### config.mk
export PLATFORM = sky130hd
export DESIGN_NAME = pattern_detector_flat
export DESIGN_NICKNAME = d
export VERILOG_FILES = /design/src/rtl/pattern_detector_pkg.sv /design/src/rtl/pattern_detector_if.sv /design/src/rtl/pattern_detector_sat_counter.sv /design/src/rtl/pattern_detector.sv /design/src/flat_wrapper.sv
export SDC_FILE = /design/constraint.sdc
export NUM_CORES = 1
export LEC_CHECK = 0
export ABC_AREA = 1
export CORE_AREA = 5 5 42 44
export CTS_BUF_LIST = sky130_fd_sc_hd__clkbuf_8
export DETAILED_ROUTE_END_ITERATION = 8
export DIE_AREA = 0 0 47 49
export MAX_ROUTING_LAYER = met4
export PLACE_DENSITY = 0.66
export SETUP_SLACK_MARGIN = 0.15
export SLEW_MARGIN = 40
export SYNTH_ARGS = -nofsm -noshare
export SYNTH_HDL_FRONTEND = slang
export SYNTH_SLANG_ARGS = --single-unit
### constraint.sdc
create_clock -name clk -period 3.3 [get_ports clk]
set_clock_uncertainty 0.2 [all_clocks]
set_input_delay 0.99 -clock clk [delete_from_list [all_inputs] [get_ports clk]]
set_output_delay 0.99 -clock clk [all_outputs]
set_load 0.01 [all_outputs]
### src/rtl/pattern_detector_pkg.sv
// Shared types and defaults for the serial pattern detector.
package pattern_det_pkg;

    typedef enum logic {
        FILL  = 1'b0,
        ARMED = 1'b1
    } det_state_t;

    localparam int          DEF_PATTERN_LEN = 4;
    localparam logic [31:0] DEF_PATTERN     = 32'h0000_000B;
    localparam bit          DEF_OVERLAP     = 1'b1;
    localparam int          DEF_COUNT_W     = 8;

    // Width of the fill counter, which must be able to hold the value len.
    function automatic int FILL_W(input int len);
        return $clog2(len + 1);
    endfunction

endpackage

### src/rtl/pattern_detector_if.sv
// Stream input and status output bundle of the pattern detector.
interface pattern_detector_if #(
    parameter int COUNT_W = 8
);
    logic               valid_in;
    logic               data_in;
    logic               clear;
    logic               match;
    logic               armed;
    logic [COUNT_W-1:0] match_count;
    logic               count_sat;

    modport master (
        output valid_in, data_in, clear,
        input  match, armed, match_count, count_sat
    );

    modport slave (
        input  valid_in, data_in, clear,
        output match, armed, match_count, count_sat
    );
endinterface

### src/rtl/pattern_detector_sat_counter.sv
// Saturating up-counter with synchronous clear; holds at all-ones.
module sat_counter #(
    parameter int W = 8
) (
    input  logic         clk,
    input  logic         reset,
    input  logic         clr,
    input  logic         inc,
    output logic [W-1:0] q,
    output logic         sat
);
    logic [W-1:0] q_q;
    logic [W-1:0] q_d;

    // Next count: clear first, otherwise step unless already at maximum.
    always_comb begin
        q_d = q_q;
        if (clr) begin
            q_d = '0;
        end else if (inc && !(&q_q)) begin
            q_d = q_q + W'(1);
        end
    end

    // Count register.
    always_ff @(posedge clk or posedge reset) begin
        if (reset) begin
            q_q <= '0;
        end else begin
            q_q <= q_d;
        end
    end

    assign q   = q_q;
    assign sat = &q_q;
endmodule

### src/rtl/pattern_detector.sv
// Serial pattern detector: shift history, fill guard, FILL/ARMED FSM,
// compare and registered match pulse. The optional saturating match
// counter is built only when PATTERN_DET_COUNT_EN is defined.
//
//   state | meaning
//   FILL  | fewer than PATTERN_LEN bits held since reset/clear/restart
//   ARMED | history full, every accepted bit is compared
module pattern_detector
    import pattern_det_pkg::*;
#(
    parameter int                     PATTERN_LEN = DEF_PATTERN_LEN,
    parameter logic [PATTERN_LEN-1:0] PATTERN     = PATTERN_LEN'(DEF_PATTERN),
    parameter bit                     OVERLAP     = DEF_OVERLAP,
    parameter int                     COUNT_W     = DEF_COUNT_W
) (
    input  logic              clk,
    input  logic              reset,
    pattern_detector_if.slave bus
);
    localparam int            FW        = FILL_W(PATTERN_LEN);
    localparam logic [FW-1:0] FILL_LAST = FW'(PATTERN_LEN - 1);

    det_state_t             state_q, state_d;
    logic [PATTERN_LEN-1:0] hist_q, hist_d;
    logic [FW-1:0]          fill_q, fill_d;
    logic                   match_q, match_d;
    logic                   armed_q;
    logic [PATTERN_LEN-1:0] shifted;
    logic                   completes;

    // Next-state: clear dominates; an accepted bit shifts, fills and compares.
    always_comb begin
        state_d   = state_q;
        hist_d    = hist_q;
        fill_d    = fill_q;
        match_d   = 1'b0;
        shifted   = {hist_q[PATTERN_LEN-2:0], bus.data_in};
        // A compare is only legal once the history holds PATTERN_LEN real bits,
        // which keeps reset zeros from matching an all-zero pattern.
        completes = (state_q == ARMED) || (fill_q == FILL_LAST);
        if (bus.clear) begin
            hist_d  = '0;
            fill_d  = '0;
            state_d = FILL;
        end else if (bus.valid_in) begin
            match_d = completes && (shifted == PATTERN);
            if (match_d && (OVERLAP == 1'b0)) begin
                hist_d  = '0;
                fill_d  = '0;
                state_d = FILL;
            end else begin
                hist_d = shifted;
                if (state_q == FILL) begin
                    fill_d = fill_q + FW'(1);
                    if (fill_q == FILL_LAST) begin
                        state_d = ARMED;
                    end
                end
            end
        end
    end

    // State, history, fill and output registers.
    always_ff @(posedge clk or posedge reset) begin
        if (reset) begin
            state_q <= FILL;
            hist_q  <= '0;
            fill_q  <= '0;
            match_q <= 1'b0;
            armed_q <= 1'b0;
        end else begin
            state_q <= state_d;
            hist_q  <= hist_d;
            fill_q  <= fill_d;
            match_q <= match_d;
            armed_q <= (state_d == ARMED);
        end
    end

    assign bus.match = match_q;
    assign bus.armed = armed_q;

`ifdef PATTERN_DET_COUNT_EN
    logic [COUNT_W-1:0] cnt_q;
    logic               cnt_sat;

    sat_counter #(
        .W (COUNT_W)
    ) u_cnt (
        .clk   (clk),
        .reset (reset),
        .clr   (bus.clear),
        .inc   (match_d),
        .q     (cnt_q),
        .sat   (cnt_sat)
    );

    assign bus.match_count = cnt_q;
    assign bus.count_sat   = cnt_sat;
`else
    assign bus.match_count = '0;
    assign bus.count_sat   = 1'b0;
`endif
endmodule

### src/flat_wrapper.sv
// flat-port wrapper written by rule: the top's interface ports become plain ports
module pattern_detector_flat import pattern_det_pkg::*;
#(
    parameter int                     PATTERN_LEN = DEF_PATTERN_LEN,
    parameter logic [PATTERN_LEN-1:0] PATTERN     = PATTERN_LEN'(DEF_PATTERN),
    parameter bit                     OVERLAP     = DEF_OVERLAP,
    parameter int                     COUNT_W     = DEF_COUNT_W
)
  (clk, reset, bus_valid_in, bus_data_in, bus_clear, bus_match, bus_armed, bus_match_count, bus_count_sat);
  pattern_detector_if #(.COUNT_W(COUNT_W)) bus_i ();
  input  logic clk;
  input  logic reset;
  input wire logic [$bits(bus_i.valid_in)-1:0] bus_valid_in;
  input wire logic [$bits(bus_i.data_in)-1:0] bus_data_in;
  input wire logic [$bits(bus_i.clear)-1:0] bus_clear;
  output wire logic [$bits(bus_i.match)-1:0] bus_match;
  output wire logic [$bits(bus_i.armed)-1:0] bus_armed;
  output wire logic [$bits(bus_i.match_count)-1:0] bus_match_count;
  output wire logic [$bits(bus_i.count_sat)-1:0] bus_count_sat;
  assign bus_i.valid_in = bus_valid_in;
  assign bus_i.data_in = bus_data_in;
  assign bus_i.clear = bus_clear;
  assign bus_match = bus_i.match;
  assign bus_armed = bus_i.armed;
  assign bus_match_count = bus_i.match_count;
  assign bus_count_sat = bus_i.count_sat;
  pattern_detector #(.PATTERN_LEN(PATTERN_LEN), .PATTERN(PATTERN), .OVERLAP(OVERLAP), .COUNT_W(COUNT_W)) u_core (.clk(clk), .reset(reset), .bus(bus_i));
endmodule
==> results.json <==
{
  "hold_path.class": "flip-flop to flip-flop",
  "h-tree-depth": 1,
  "critical_path.endpoint_type": "primary output",
  "met2_track_demand_over_resource_in_global_routing": 0.131,
  "status": "finished, final reports clean",
  "yosysTopAreaCellShare": 0.430,
  "critical_path.slowest_cell": "sky130_fd_sc_hd__clkdlybuf4s50_1",
  "irDropWorstVdd_mv": 0.205,
  "synth.avg_cell_area_um2": 8.17,
  "post_drt_wl_per_cell_um": 10.7,
  "layout-area-overhead-vs-synth_pct": 18.0,
  "netlist-cell-type-count": 15,
  "die_height_um": 49,
  "critical_path_required_ps": 2110,
  "global_route.overflow_total": 0,
  "post-synth-top-area-cell": "sky130_fd_sc_hd__dfrtp_1",
  "power.total_w": 0.000253,
  "static-leakage-power_nw": 0.281,
  "rsz0062_at_grt": "no",
  "path_cells": "clkdlybuf4s50_1",
  "timing.setup.critical_path_class": "flip-flop to primary output",
  "drc_errors": 0,
  "start_kind": "flip-flop",
  "yosys_reg_bits": 8,
  "cts_tree": "done",
  "setup-violations-final": 0,
  "nets": 74,
  "syn-instance-count": 57,
  "die_span_x_um": 47,
  "post_synthesis_sequential_area_ratio": 0.430,
  "maximum_number_of_pins_on_one_net_before_global_route_repair": 9,
  "maxCapViolCount": 0,
  "clock_sink_count": 8,
  "antenna_found_initial": 0,
  "cts_hold_buf": 0,
  "cts_buffer_depth": 2,
  "detail-route-antenna-nets": 0,
  "grt.busiest_layer": "met2",
  "initial_utilization": 0.332,
  "firstDrtPassIters": 4,
  "post_cts_resized": 0,
  "grt_pass1_wl_mm": 1.43,
  "final-hold-violation-count": 0,
  "route.detailed.vias_per_inst": 4.17,
  "cts_inserted_buffers": 3,
  "layout.cells.most_common": "sky130_fd_sc_hd__nand2_1",
  "netlist_top_cells_area": "sky130_fd_sc_hd__dfrtp_1, sky130_fd_sc_hd__buf_4, sky130_fd_sc_hd__nand2_1, sky130_fd_sc_hd__inv_1, sky130_fd_sc_hd__ha_1",
  "mappedNetlistArea_um2": 465,
  "grt_util_met3": 0.0554,
  "root_buf_cell": "sky130_fd_sc_hd__clkbuf_8",
  "grt.met1_usage": 0.0917,
  "rows": 14,
  "highest_count_cells_in_the_layout_ignoring_fill_and_taps": "sky130_fd_sc_hd__nand2_1, sky130_fd_sc_hd__conb_1, sky130_fd_sc_hd__dfrtp_1",
  "setup_tns_ps": 0,
  "p_per_area_mw_per_mm2": 460,
  "part_of_the_cycle_the_worst_path_needs": 0.716,
  "grt_pass1_vias": 358,
  "cts.reportedPaths.clkPinSlew_ps": 40,
  "floorplan.io_pins": 16,
  "drt_iter0_drcs": 8,
  "die-area_mm2": 0.00230,
  "post_cts_setup_buffer_count": 0,
  "total_number_of_vias": 338,
  "worst-path-buf-inv": 1,
  "top_family_by_delay_on_critical_path": "buffers and inverters",
  "maximum_fanout_count_along_the_critical_path": 4,
  "antenna_cells_inserted": 0,
  "port_buffers": 6,
  "post_route_cells_drive_above_1_share": 0.138,
  "utilization": 0.392,
  "global_route.usage.total": 0.0951,
  "hpwl_um": 711,
  "core_mm2": 0.00140,
  "worst_ep_arrival_time_ps": 1170,
  "timing.critical_path.slowest_cell_delay_ps": 560,
  "clock.fmax_ghz": 0.423,
  "postRouteWirelength_um": 863,
  "globalplace.congestion": 0.691,
  "yosysWarnings": 0,
  "period_minus_slack_ps": 2360,
  "clk_latency_ps": 230,
  "slew_violations": 0
}
## flip-flops by register name (all words and copies together) (netlist names)
name and flops:
u_core.fill_q 3, u_core.hist_q 3, u_core.bus.match 1, u_core.state_q 1
## cell families after synthesis
family / Yosys count / share of synthesized area
simple gates: 25 / 0.255
buf+inv: 17 / 0.210
flops: 8 / 0.430
compound gates: 4 / 0.0430
fa+ha+maj: 2 / 0.0538
other cells: 1 / 0.00806
## per-layer routing
layer | routed length [um] | share of wire
met5 | 0 | 0
met4 | 22 | 0.025
met3 | 70 | 0.081
met2 | 429 | 0.50
met1 | 340 | 0.39
## where the power goes
group / switching [W] / total, W / internal, W
clock network: 0.0000380 / 0.000117 / 0.0000790
registers: 0.00000271 / 0.000106 / 0.000103
logic: 0.0000194 / 0.0000302 / 0.0000108
total: 0.0000601 / 0.000253 / 0.000193
## final timing paths
path	startpoint	to	slack, ps	cells past startpoint
worst max register to register	u_core.fill_q[0]	u_core.fill_q[2]	1960	5
worst min-delay path	u_core.fill_q[1]	u_core.fill_q[1]	270	2
worst min register to register	u_core.fill_q[1]	u_core.fill_q[1]	270	2
worst max-delay path	u_core.state_q	bus_armed	940	1
max in group asynchronous	reset	u_core.hist_q[1]	1820	2
min in group asynchronous	reset	u_core.bus.match	830	2
## stage by stage
| step | instance area [um2] | hold slack, ps | std cells | setup slack [ps] |
|---|---|---|---|---|
| after floorplan | 495 | 245 | 65 | 1700 |
| after global placement | 508 | 266 | 78 | 1060 |
| after detailed placement | 508 | 272 | 78 | 1020 |
| after CTS | 549 | 281 | 81 | 923 |
| after global routing | 549 | 299 | 81 | 905 |
| final | 549 | 275 | 81 | 936 |
## synthesized netlist by cell type, drive strengths merged
master / count
conb: 1
buf: 9
o21ai: 4
dfrtp: 8
nand2: 13
nand3: 2
nand4: 2
inv: 8
ha: 2
nor2: 8
## area by class of cell
class                   instances  area [um2]
fillers                       153         852
flip-flops and latches          8         200
multi-input cells              40         198
repair buffers                  6        60.1
clock buffers                   3        41.3
inverters                       8        30.0
well taps                      16        20.0
## worst min-delay path: cells and delay by family, from the launching register on
kind / cells / cell delay, ps
DFF: 1 / 340
and+or+nand+nor: 2 / 100
Note: power is estimated with default switching activity, not from simulation.
==> RTL edit: new RTL, same flow settings <==
The option `PATTERN_DET_COUNT_EN` is turned on by a define.
--- a/src/rtl/pattern_detector.sv
+++ b/src/rtl/pattern_detector.sv
@@ -5,6 +5,8 @@
 //   state | meaning
 //   FILL  | fewer than PATTERN_LEN bits held since reset/clear/restart
 //   ARMED | history full, every accepted bit is compared
+`define PATTERN_DET_COUNT_EN
+
 module pattern_detector
     import pattern_det_pkg::*;
 #(
Function: changed (Yosys sat finds a counterexample within 10 cycles, from zero or initial values and one cycle with reset high).
==> RTL edit against the unedited design <==
Wire length up 140%; area after synthesis up 100%; sequential cell count up 8; critical path depth up 5; worst setup slack worse by 670 ps; non-clock buffer count up 10; first-iteration DRC count up 63%; core utilization up 43 points; power up 64%; cell area up 110%.
==> RTL edit: results (changes against the unedited design) <==
* Commonest cells in the netlist: 34 x nand2_1, 16 x dfrtp_1, 14 x inv_1, 14 x nand3_1, 12 x nor2_1
* Drt total wl at 2.06 mm (+140%)
* RePlAce Congestion at 0.903 (+31%)
* Iteration-0 DRC Markers at 13 (+5)
* Worst Hold Margin at 323 ps (+48.3 ps)
* Share of cells above drive strength 1 at 11.9% (-2.0 points)
* Largest net degree at the start of global routing at 17 (+8)
* Reg2reg end: u_core.u_cnt.q[4]$_DFFE_PP0P_
* I/O Buffers at 15 (+9)
* CP arrival at 1850 ps (+680 ps)
* Global-route usage over all layers at 21.3% (+12 points)
* Vias in the first global route at 795 (+120%)
* WL/cell at 13.6 um (+28%)
* Metal3 WL at 121 um (+73%)
* Hpwl dp at 1.42 mm (+100%)
* CP startpoint: u_core.u_cnt.q[1]$_DFFE_PP0P_
* Status: complete, no violations
* R2r setup slk at 1600 ps (-360 ps)
* Unique masters post-synth at 23 (+8)
* Crit Path Max Fanout at 5 (+1)
* Area contributors post-synth: dfrtp_1 43%, nand2_1 14%, nand3_1 7.5%
* M1 wire length at 880 um (+160%)
* Placed Cells incl. Taps at 147 (+88%)
* Fillcell total at 91 (-41%)
* Pleak at 0.529 nW (+88%)
* Register area share after synthesis at 43.0% (unchanged)
* Worst vdd ir at 0.380 mV (+86%)
* Via total after detailed routing at 816 (+140%)
* Met2 WL post-DR at 1.01 mm (+140%)
* Clock Latency Late Sink at 260 ps (+30 ps)
* Post-Synthesis Cells at 117 (+110%)
* Crit-path max cell delay at 530 ps (-30 ps)
* End of the critical path: bus_count_sat
* Max H-tree Level at 1 (unchanged)
* Post-DP Area at 1090 um^2 (+120%)
* Worst-path clk slew at 70 ps (+30 ps)
-- RTL edit: cell count changes after synthesis, sizes merged, moves of 2 or more --
cell,delta
xor2,+2
nand2,+24
nor2,+6
inv,+6
dfrtp,+8
buf,-7
nand3,+15
clkinv,+2
-- RTL edit: how the worst min path moves through the flow --
| stage | startpoint | endpoint | cells past startpoint |
|---|---|---|---|
| finish | u_core.hist_q[2]$_DFFE_PP0P_ | u_core.hist_q[2]$_DFFE_PP0P_ | 2 |
| global route | u_core.fill_q[1]$_DFFE_PP0P_ | u_core.fill_q[1]$_DFFE_PP0P_ | 2 |
| CTS | u_core.hist_q[2]$_DFFE_PP0P_ | u_core.hist_q[2]$_DFFE_PP0P_ | 2 |
| detailed placement | u_core.hist_q[2]$_DFFE_PP0P_ | u_core.hist_q[2]$_DFFE_PP0P_ | 2 |
| global placement | u_core.hist_q[2]$_DFFE_PP0P_ | u_core.hist_q[2]$_DFFE_PP0P_ | 2 |
| floorplan | u_core.hist_q[2]$_DFFE_PP0P_ | u_core.hist_q[2]$_DFFE_PP0P_ | 2 |
-- RTL edit: critical path: cells and delay by family, from the launching register on --
| kind | cells | cell delay [ps] |
|---|---|---|
| fa+ha+maj | 1 | 240 |
| buf+inv | 3 | 710 |
| flops | 1 | 420 |
| simple gates | 2 | 220 |
-- RTL edit: metal layers --
layer,track usage [%],vias up
met5,-,-
met4,11.5,0
met3,5.54,6
met2,31.0,26
met1,26.0,372
li1,-,412
-- RTL edit: final cells by class --
class	count	area, um^2	share of cell area [%]
clock buffer	4	55.1	4.78
inverter	16	65.1	5.65
timing repair buffer	16	158	13.7
sequential	16	402	34.9
multi-input combinational	83	452	39.2
tap	16	20.0	1.74
-- RTL edit: cells by family (layout without fill, tap and decap cells) --
group	Yosys count	count (layout)	share of synthesized area [%]
and+or+nand+nor	70	70	37.2
buffers and inverters	18	36	8.74
DFF	16	16	43.0
AOI/OAI and AO/OA	7	7	4.17
adders and majority gates	3	3	4.03
xor gates and xnor gates	3	3	2.82
-- RTL edit: power by group --
group          switching, mW  leakage, nW  internal [mW]  total [mW]
logic                 0.0200        0.281         0.0116      0.0316
registers            0.00258        0.219          0.201       0.203
clock network         0.0732       0.0288          0.106       0.179
total                 0.0958        0.529          0.319       0.414
-- RTL edit: per-stage QoR --
stage	setup WS (ps)	util, %
floorplan	1040	-
global placement	594	77.9
detailed placement	547	77.9
CTS	215	81.9
global route	150	82.1
finish	262	82.1
